### config.mk
export PLATFORM = sky130hd
export DESIGN_NAME = fp32_mul_round
export DESIGN_NICKNAME = d
export VERILOG_FILES = /design/src/rtl/fp32_pkg.sv /design/src/rtl/fp32_classify.sv /design/src/rtl/fp32_mul_round.sv
export SDC_FILE = /design/constraint.sdc
export NUM_CORES = 1
export LEC_CHECK = 0
export ABC_AREA = 0
export CAP_MARGIN = 20
export CORE_AREA = 2 2 107 109
export DETAILED_ROUTE_END_ITERATION = 8
export DIE_AREA = 0 0 109 111
export PLACE_DENSITY_LB_ADDON = 0.05
export SETUP_SLACK_MARGIN = 0.5
export SYNTH_ARGS = -nofsm -noshare
export SYNTH_HDL_FRONTEND = slang
export SYNTH_SLANG_ARGS = --single-unit
### constraint.sdc
create_clock -name clk -period 5.1 [get_ports clk]
set_input_delay 0.51 -clock clk [delete_from_list [all_inputs] [get_ports clk]]
set_output_delay 0.51 -clock clk [all_outputs]
set_load 0.02 [all_outputs]
### src/rtl/fp32_pkg.sv
// fp32_pkg: shared types and constants for the binary32 normalise/round/pack stage.
//   BIAS, EXP_MAX, QNAN   - format constants
//   fp32_t                - packed binary32 view {sign, exp, man}
//   fp_class_e            - operand class (ZERO/NORM/INF/NAN); sNaN carried as a separate bit
//   exp_t                 - 10-bit signed exponent used for all range checks
//   s1_t                  - stage-1 pipeline register contents
package fp32_pkg;

    localparam int unsigned BIAS    = 127;
    localparam int unsigned EXP_MAX = 255;
    localparam logic [31:0] QNAN    = 32'h7FC0_0000;

    typedef struct packed {
        logic        sign;
        logic [7:0]  exp;
        logic [22:0] man;
    } fp32_t;

    typedef enum logic [1:0] {
        ZERO,
        NORM,
        INF,
        NAN
    } fp_class_e;

    typedef logic signed [9:0] exp_t;

    typedef struct packed {
        logic        valid;
        fp_class_e   cls_a;
        logic        snan_a;
        fp_class_e   cls_b;
        logic        snan_b;
        logic        sign;
        exp_t        e;
        logic [22:0] m;
        logic        g;
        logic        s;
    } s1_t;

endpackage

### src/rtl/fp32_classify.sv
// fp32_classify: combinational binary32 operand classifier.
//   op_i      in  31  exponent and mantissa bits of the operand (sign not needed)
//   cls_o     out     ZERO (incl. flushed subnormals), NORM, INF or NAN
//   is_snan_o out  1  operand is a signalling NaN (quiet bit clear)
module fp32_classify
    import fp32_pkg::*;
(
    input  logic [30:0] op_i,
    output fp_class_e   cls_o,
    output logic        is_snan_o
);

    logic [7:0]  e_f;
    logic [22:0] m_f;

    always_comb begin
        e_f       = op_i[30:23];
        m_f       = op_i[22:0];
        cls_o     = NORM;
        is_snan_o = 1'b0;
        if (e_f == 8'd0) begin
            cls_o = ZERO;
        end else if (e_f == 8'hFF) begin
            if (m_f == '0) begin
                cls_o = INF;
            end else begin
                cls_o     = NAN;
                is_snan_o = !m_f[22];
            end
        end
    end

endmodule

### src/rtl/fp32_mul_round.sv
// fp32_mul_round: 2-stage normalise/round/pack back end of the binary32 multiplier.
//   clk, rst_n           clock, asynchronous active-low reset
//   in_valid/in_ready    input handshake for op_a, op_b, prod
//   op_a, op_b  [31:0]   original operands
//   prod        [47:0]   raw product {1,ma}*{1,mb}
//   out_valid/out_ready  output handshake for result, flags
//   result      [31:0]   round-to-nearest-even binary32 product
//   flags       [3:0]    {nv, of, uf, nx}
module fp32_mul_round
    import fp32_pkg::*;
(
    input  logic        clk,
    input  logic        rst_n,
    input  logic        in_valid,
    output logic        in_ready,
    input  logic [31:0] op_a,
    input  logic [31:0] op_b,
    input  logic [47:0] prod,
    output logic        out_valid,
    input  logic        out_ready,
    output logic [31:0] result,
    output logic [3:0]  flags
);

    fp_class_e   cls_a, cls_b;
    logic        snan_a, snan_b;

    s1_t         s1_d, s1_q;
    exp_t        e_sum;

    logic        en;
    logic        out_valid_q;
    logic [31:0] result_q;
    logic [3:0]  flags_q;

    logic        rnd_up, carry;
    logic [22:0] m_rnd;
    exp_t        e_pre, e_rnd;
    logic        any_nan, any_inf, any_zero, inf_x_zero;
    fp32_t       res_d;
    logic [3:0]  flg_d;

    fp32_classify u_cls_a (.op_i(op_a[30:0]), .cls_o(cls_a), .is_snan_o(snan_a));
    fp32_classify u_cls_b (.op_i(op_b[30:0]), .cls_o(cls_b), .is_snan_o(snan_b));

    // Whole pipeline advances together; it only freezes when the output is held.
    assign en       = !out_valid_q | out_ready;
    assign in_ready = en;

    // Stage 1: exponent sum and normalisation of the raw product.
    always_comb begin
        e_sum       = exp_t'({2'b00, op_a[30:23]}) + exp_t'({2'b00, op_b[30:23]}) - exp_t'(BIAS);
        s1_d        = '0;
        s1_d.valid  = in_valid;
        s1_d.cls_a  = cls_a;
        s1_d.snan_a = snan_a;
        s1_d.cls_b  = cls_b;
        s1_d.snan_b = snan_b;
        s1_d.sign   = op_a[31] ^ op_b[31];
        if (prod[47]) begin
            s1_d.m = prod[46:24];
            s1_d.g = prod[23];
            s1_d.s = |prod[22:0];
            s1_d.e = e_sum + 10'sd1;
        end else begin
            s1_d.m = prod[45:23];
            s1_d.g = prod[22];
            s1_d.s = |prod[21:0];
            s1_d.e = e_sum;
        end
    end

    // Stage 2: round, range check, then specials override the arithmetic result.
    always_comb begin
        e_pre           = s1_q.e;
        rnd_up          = s1_q.g & (s1_q.s | s1_q.m[0]);
        {carry, m_rnd}  = {1'b0, s1_q.m} + {23'd0, rnd_up};
        e_rnd           = e_pre + exp_t'({9'd0, carry});

        any_nan    = (s1_q.cls_a == NAN)  || (s1_q.cls_b == NAN);
        any_inf    = (s1_q.cls_a == INF)  || (s1_q.cls_b == INF);
        any_zero   = (s1_q.cls_a == ZERO) || (s1_q.cls_b == ZERO);
        inf_x_zero = any_inf && any_zero;

        res_d = '{sign: s1_q.sign, exp: e_rnd[7:0], man: m_rnd};
        flg_d = {3'b000, s1_q.g | s1_q.s};

        // Tininess is judged on the pre-round exponent; overflow on the rounded one.
        if (e_pre <= exp_t'(0)) begin
            res_d = '{sign: s1_q.sign, exp: 8'h00, man: 23'h0};
            flg_d = 4'b0011;
        end else if (e_rnd >= exp_t'(EXP_MAX)) begin
            res_d = '{sign: s1_q.sign, exp: 8'hFF, man: 23'h0};
            flg_d = 4'b0101;
        end

        if (any_nan || inf_x_zero) begin
            res_d = QNAN;
            flg_d = {s1_q.snan_a | s1_q.snan_b | inf_x_zero, 3'b000};
        end else if (any_inf) begin
            res_d = '{sign: s1_q.sign, exp: 8'hFF, man: 23'h0};
            flg_d = 4'b0000;
        end else if (any_zero) begin
            res_d = '{sign: s1_q.sign, exp: 8'h00, man: 23'h0};
            flg_d = 4'b0000;
        end
    end

    always_ff @(posedge clk or negedge rst_n) begin
        if (!rst_n) begin
            s1_q        <= '0;
            out_valid_q <= 1'b0;
            result_q    <= '0;
            flags_q     <= '0;
        end else if (en) begin
            s1_q        <= s1_d;
            out_valid_q <= s1_q.valid;
            if (s1_q.valid) begin
                result_q <= res_d;
                flags_q  <= flg_d;
            end
        end
    end

    assign out_valid = out_valid_q;
    assign result    = result_q;
    assign flags     = flags_q;

endmodule

==> Word-level counts from Yosys, hierarchy flattened <==
Cells that the tools add are included.
{ "word_totals": {"word_cells": 73, "in_bits": 116, "out_inout_bits": 38, "ff_bits": 80} }
{ "op_classes": {"muxes": 23, "addsub": 5, "magnitude_cmp": 2, "bitwise": 7, "reduce_logical": 17, "n_eq_ne": 6} }
{ "ops": {"columns": ["cell", "count"], "rows": [
  ["2-to-1 mux 31 bit", 4],
  ["zero test 23 bit", 2],
  ["2-to-1 mux 35 bit", 1],
  ["2-to-1 mux 32 bit", 1],
  ["adder 23 x 1 -> 24 bit", 1],
  ["OR reduction 23 bit", 1],
  ["OR reduction 22 bit", 1],
  ["== test 8 bit (second input constant)", 2],
  ["zero test 8 bit", 2],
  ["2-to-1 mux 4 bit", 3],
  ["adder 10 x 2 -> 10 bit", 1],
  ["adder 10 x 2 -> 10 bit (second input constant)", 1],
  [">= comparator 10 x 9 -> 1 bit (second input constant)", 1],
  ["<= comparator 10 x 1 -> 1 bit (second input constant)", 1],
  ["subtractor 9 x 7 -> 10 bit (second input constant)", 1],
  ["adder 8 x 8 -> 9 bit", 1],
  ["== test 2 bit (second input constant)", 4],
  ["2-to-1 mux 1 bit", 8],
  ["2-to-1 mux 2 bit", 4],
  ["2-to-1 mux 3 bit", 2],
  ["OR 1 bit", 5],
  ["zero test 2 bit", 2],
  ["logical OR 1 bit", 4],
  ["zero test 1 bit", 3],
  ["4 further kinds", 4]
]} }

==> Depth between registers and ports, before layout <==
{ "logic_depth": {"depth_word": 10, "depth_mapped": 14, "mapped_depth_nobuf": 13} }

==> By module <==
A second synthesis with hierarchy kept.
{ "hier_totals": {"hier_cells": 532, "hier_area_um2": 4936.0} }
{ "by_module_without_submodules": {"columns": ["mod", "seq_area_each_um2", "n_inst", "cells_per_inst", "area_each_um2"], "rows": [
  ["fp32_mul_round", 2001.9, 1, 500, 4710.8],
  ["fp32_classify", 0.0, 2, 16, 112.6]
]} }

==> Worst setup path before layout <==
No wires, ideal clock.
{ "synth_path": {"kind": "register to register", "start": "register s1_q[0] (netlist name)", "end": "register result_q[16] (netlist: result[16])", "setup_ns": 0.119, "t_required_ns": 4.981, "arrival_time_ns": 2.847, "stages_incl_launch_ff": 15, "synth_period_minus_slack_ns": 2.966, "slack_ns": 2.134, "path_buffers": 1, "path_cell_list": "dfrtp_1 -> o21a_1 -> ha_1 -> and4_1 -> nand4_1 -> nor2_1 -> and3_1 -> ha_1 -> nand4_1 -> xnor2_1 -> o2111ai_1 -> a21oi_1 -> or3_4 -> buf_6 -> o21ai_2"} }
{ "synth_via": {"elab_chain_cells": 10} }
{ "synth_rtl": {"columns": ["item", "line_no", "source"], "rows": [
  ["start: declaration", "fp32_mul_round.sv:28", "s1_t s1_d, s1_q;"],
  ["start signal: assignment", "fp32_mul_round.sv:111", "s1_q <= '0;"],
  ["start signal: assignment", "fp32_mul_round.sv:116", "s1_q <= s1_d;"],
  ["OR 1 bit *", "fp32_mul_round.sv:76", "rnd_up = s1_q.g & (s1_q.s | s1_q.m[0]);"],
  ["bitwise AND 1 bit *", "fp32_mul_round.sv:76", null],
  ["adder 23 x 1 -> 24 bit *", "fp32_mul_round.sv:77", "{carry, m_rnd} = {1'b0, s1_q.m} + {23'd0, rnd_up};"],
  ["adder 10 x 2 -> 10 bit", "fp32_mul_round.sv:78", "e_rnd = e_pre + exp_t'({9'd0, carry});"],
  [">= comparator 10 x 9 -> 1 bit", "fp32_mul_round.sv:92", "end else if (e_rnd >= exp_t'(EXP_MAX)) begin"],
  ["2-to-1 mux 31 bit *", "fp32_mul_round.sv:92", null],
  ["2-to-1 mux 31 bit *", "fp32_mul_round.sv:89", "if (e_pre <= exp_t'(0)) begin"],
  ["2-to-1 mux 31 bit *", "fp32_mul_round.sv:103", "end else if (any_zero) begin"],
  ["2-to-1 mux 31 bit *", "fp32_mul_round.sv:100", "end else if (any_inf) begin"],
  ["2-to-1 mux 32 bit *", "fp32_mul_round.sv:97", "if (any_nan || inf_x_zero) begin"],
  ["end signal: assignment", "fp32_mul_round.sv:119", "result_q <= res_d;"],
  ["end: declaration", "fp32_mul_round.sv:33", "logic [31:0] result_q;"]
]} }
Every way passes the cells marked *; elsewhere a longest branch is shown, timed or not.
A chain may end at the register's enable or synchronous reset.

==> Worst setup path after layout <==
{ "layout_path": {"start": "register s1_q[2] (netlist name)", "end": "register result_q[14] (netlist: result[14])"} }
{ "layout_via": {"elab_chain_cells": 10} }
{ "layout_rtl": {"columns": ["item", "line_no"], "rows": [
  ["OR 1 bit", "fp32_mul_round.sv:76"],
  ["bitwise AND 1 bit", "fp32_mul_round.sv:76"],
  ["adder 23 x 1 -> 24 bit *", "fp32_mul_round.sv:77"],
  ["adder 10 x 2 -> 10 bit", "fp32_mul_round.sv:78"],
  [">= comparator 10 x 9 -> 1 bit", "fp32_mul_round.sv:92"],
  ["2-to-1 mux 31 bit *", "fp32_mul_round.sv:92"],
  ["2-to-1 mux 31 bit *", "fp32_mul_round.sv:89"],
  ["2-to-1 mux 31 bit *", "fp32_mul_round.sv:103"],
  ["2-to-1 mux 31 bit *", "fp32_mul_round.sv:100"],
  ["2-to-1 mux 32 bit *", "fp32_mul_round.sv:97"]
]} }
Marked as above.

==> results.toml <==
[logic_synthesis]
synth.top_cell.area_share_pct = 41.2
netlist_area_sq_um = 4860
synth_cells = 530
synth-seq-area-share_pct = 41.2
synth_top_area_cell = "dfrtp_1"
yosysWarningCount = 0
syn_avg_cell_area_sq_um = 9.17
ys_ff_latch = 80
synth-main-ff-cell = "dfrtp_1"
synth.area.top_cells = "dfrtp_1 41%, nand2_1 6.8%, ha_1 5.2%, mux2i_1 5.2%, o21ai_0 5.2%"
syn_nets = 667
synth_cell_types = 54
synth-edff-count = 0
async_flop_share_pct = 100

[global_routing]
grtUsageMet3_pct = 3.88
grt_pass1_vias = 4355
antenna_found_initial = 0
busiest_layer = "met2"
grt_pass1_wl_mm = 20.5
use_met2_pct = 34.1
grt_start_max_net_pins = 81
use_met1_pct = 28.6
grtUsageTotal_pct = 21.0
overflow = 0

[setup_path]
r2r-end = "result[14]"
path_delay_family = "simple AND/OR/NAND/NOR gates"
crit-reg2reg-launch = "s1_q[2]"
slowest_delay_ps = 460
required_ps = 5290
crit_chain = "o21a_1, ha_1, and4_1, nand4_1, nor2_1, and3_1, ha_1, nand4_1, xnor2_1, o2111ai_1, a21oi_1, or3_4, o21ai_0"
reg2reg_depth = 13
crit_path_top_delay_cell = "or3_4"
critical_path_depth = 13
start_kind = "flip-flop"
worstPathMaxFanout = 22
crit_arrival_ps = 3910
cp-end-kind = "flip-flop"
path_buf_inv = 0
path_class = "reg -> reg"
reg2reg_slack_ps = 1380

[cts]
cts_setup_buffers = 0
tritoncts = "done"
htree_levels = 3
cts_root_buf = "clkbuf_16"
insertion_delay_ps = 330
cts_hold_buf = 0
cts_buffers = 9
path_clk_slew_ps = 60
clockBufferDepth = 2
cts.sinks = 80
cts_resized = 0

[floorplanning]
die_y_um = 111
die_x_um = 109
io_pins = 154
core-area_sq_um = 11100
initial_core_util_pct = 43.9
die-area_sq_um = 12100
fp-row-count = 39

[timing]
tns_ps = 0
drv_slew = 0
finalCriticalPeriod_ps = 3720
hold_viol_final = 0
clock.fmax_mhz = 269
finalCritPeriodShare_pct = 72.9
whs_ps = 329
fin_skew_ps = 11.0
worstMarginPinSlew_ps = 994
rsz0062_at_grt = "no"
maxSlewHeadroom_pct = 33.7
finalSetupViolCount = 0
timing.final.ws_setup_ps = 1380

[power_and_ir_drop]
power_leakage_nw = 2.77
finalPower_mw = 2.21
cellPowerDensity_nw_per_um2 = 328
ir_drop_uv = 185

[route]
drt-initial-drc-count = 202
vias = 4390
via_per_inst = 5.34
routed_wirelength_mm = 12.1
wl_per_cell_um = 14.7
antenna_left = 0
drt_pass1_iterations = 4
drc_errors = 0

[layout]
layout-drive-gt1-share_pct = 7.07
fin_nets = 812
finish.utilization_pct = 60.8
syn_to_final_growth_pct = 38.6
antenna_cells = 0

[placed_design]
gp_congestion = 0.887
pre_cts_ws_ps = 1390
dp_hpwl_mm = 9.44
io_buffers = 153

[job]
maxCapViolations = 0

[outcome]
status = "completed"

[min_path]
hold_class = "in -> async"
[final cells by class]
class / instances / area [sq um]
inverter: 18 / 67.6
clock buffer: 10 / 229
fill: 972 / 4350
tap: 143 / 179
multi-input combinational: 411 / 2680
sequential: 80 / 2000
timing repair buffer: 155 / 1540
clock inverter: 5 / 33.8
[kinds of logic (layout without fill, tap and decap cells)]
| kind of cell | Yosys count | count (layout) | synth area share, % |
|---|---|---|---|
| fa+ha+maj | 21 | 21 | 5.56 |
| simple gates | 212 | 212 | 22.0 |
| compound gates | 111 | 111 | 14.7 |
| buf+inv | 39 | 188 | 3.76 |
| xor+xnor | 42 | 42 | 7.57 |
| mux | 25 | 25 | 5.15 |
| flops | 80 | 80 | 41.2 |
[worst reg2reg max path, stage by stage, from the launching register on]
cell,delay [ps]
dfrtp_1,370
o21a_1,120
ha_1,200
and4_1,260
nand4_1,280
nor2_1,250
and3_1,230
ha_1,280
nand4_1,160
xnor2_1,240
o2111ai_1,140
a21oi_1,420
or3_4,460
o21ai_0,170
[synthesized netlist by cell type, types with 4 or more instances]
| library cell | number |
|---|---|
| nand3_1 | 18 |
| nor4_1 | 22 |
| o31ai_1 | 4 |
| o21ai_0 | 50 |
| dfrtp_1 | 80 |
| nor3_1 | 12 |
| and3_1 | 7 |
| ha_1 | 20 |
| nand2_1 | 88 |
| nor2b_1 | 4 |
| clkbuf_1 | 10 |
| nand4_1 | 14 |
| inv_1 | 17 |
| nand2b_1 | 4 |
| nor2_1 | 26 |
| mux2i_1 | 25 |
| o21ai_2 | 20 |
| xor2_1 | 20 |
| buf_6 | 4 |
| xnor2_1 | 22 |
| and4_1 | 4 |
| a21oi_1 | 13 |
| buf_1 | 4 |
[power by group]
part / leakage [nW] / switching [mW] / total [mW] / internal [mW]
Sequential: 0.998 / 0.127 / 0.891 / 0.764
Clock: 0.125 / 0.248 / 0.575 / 0.327
Combinational: 1.64 / 0.376 / 0.744 / 0.369
[flip-flops by register name, indices dropped and copies added, names as in the netlist]
| signal | count |
|---|---|
| e_pre | 10 |
| flags | 4 |
| out_valid | 1 |
| result | 32 |
| s1_q | 33 |
[metrics by stage]
step                      cell area, sq um  std cells
final                                 6730        822
after global routing                  6730        822
after CTS                             6730        822
after detailed placement              6470        807
after global placement                6470        807
after floorplan                       4860        530
[cells in the final DEF, fill, tap and decap left out, types with 4 or more instances in the layout]
master / n
a21oi_1: 13
and3_1: 7
and4_1: 4
clkbuf_16: 9
clkdlybuf4s50_1: 151
dfrtp_1: 80
ha_1: 20
inv_1: 17
mux2i_1: 25
nand2_1: 88
nand2b_1: 4
nand3_1: 18
nand4_1: 14
nor2_1: 26
nor3_1: 12
nor4_1: 22
o21ai_0: 50
o21ai_2: 20
o31ai_1: 4
xnor2_1: 22
xor2_1: 20
[how the worst max path moves through the flow]
stage	end	from
finish	result[14]	s1_q[2]
detailed placement	result[15]	s1_q[2]
global route	result[14]	s1_q[1]
global placement	result[14]	s1_q[0]
floorplan	result[16]	s1_q[0]
CTS	result[14]	s1_q[2]
[per-layer routing]
layer  up-vias  share of wire (%)
met4         0                1.5
met5         -                  0
li1       2186                  -
met1      2058                 45
met2       129                 47
met3        17                6.3
Note: power is estimated with default switching activity, not from simulation.
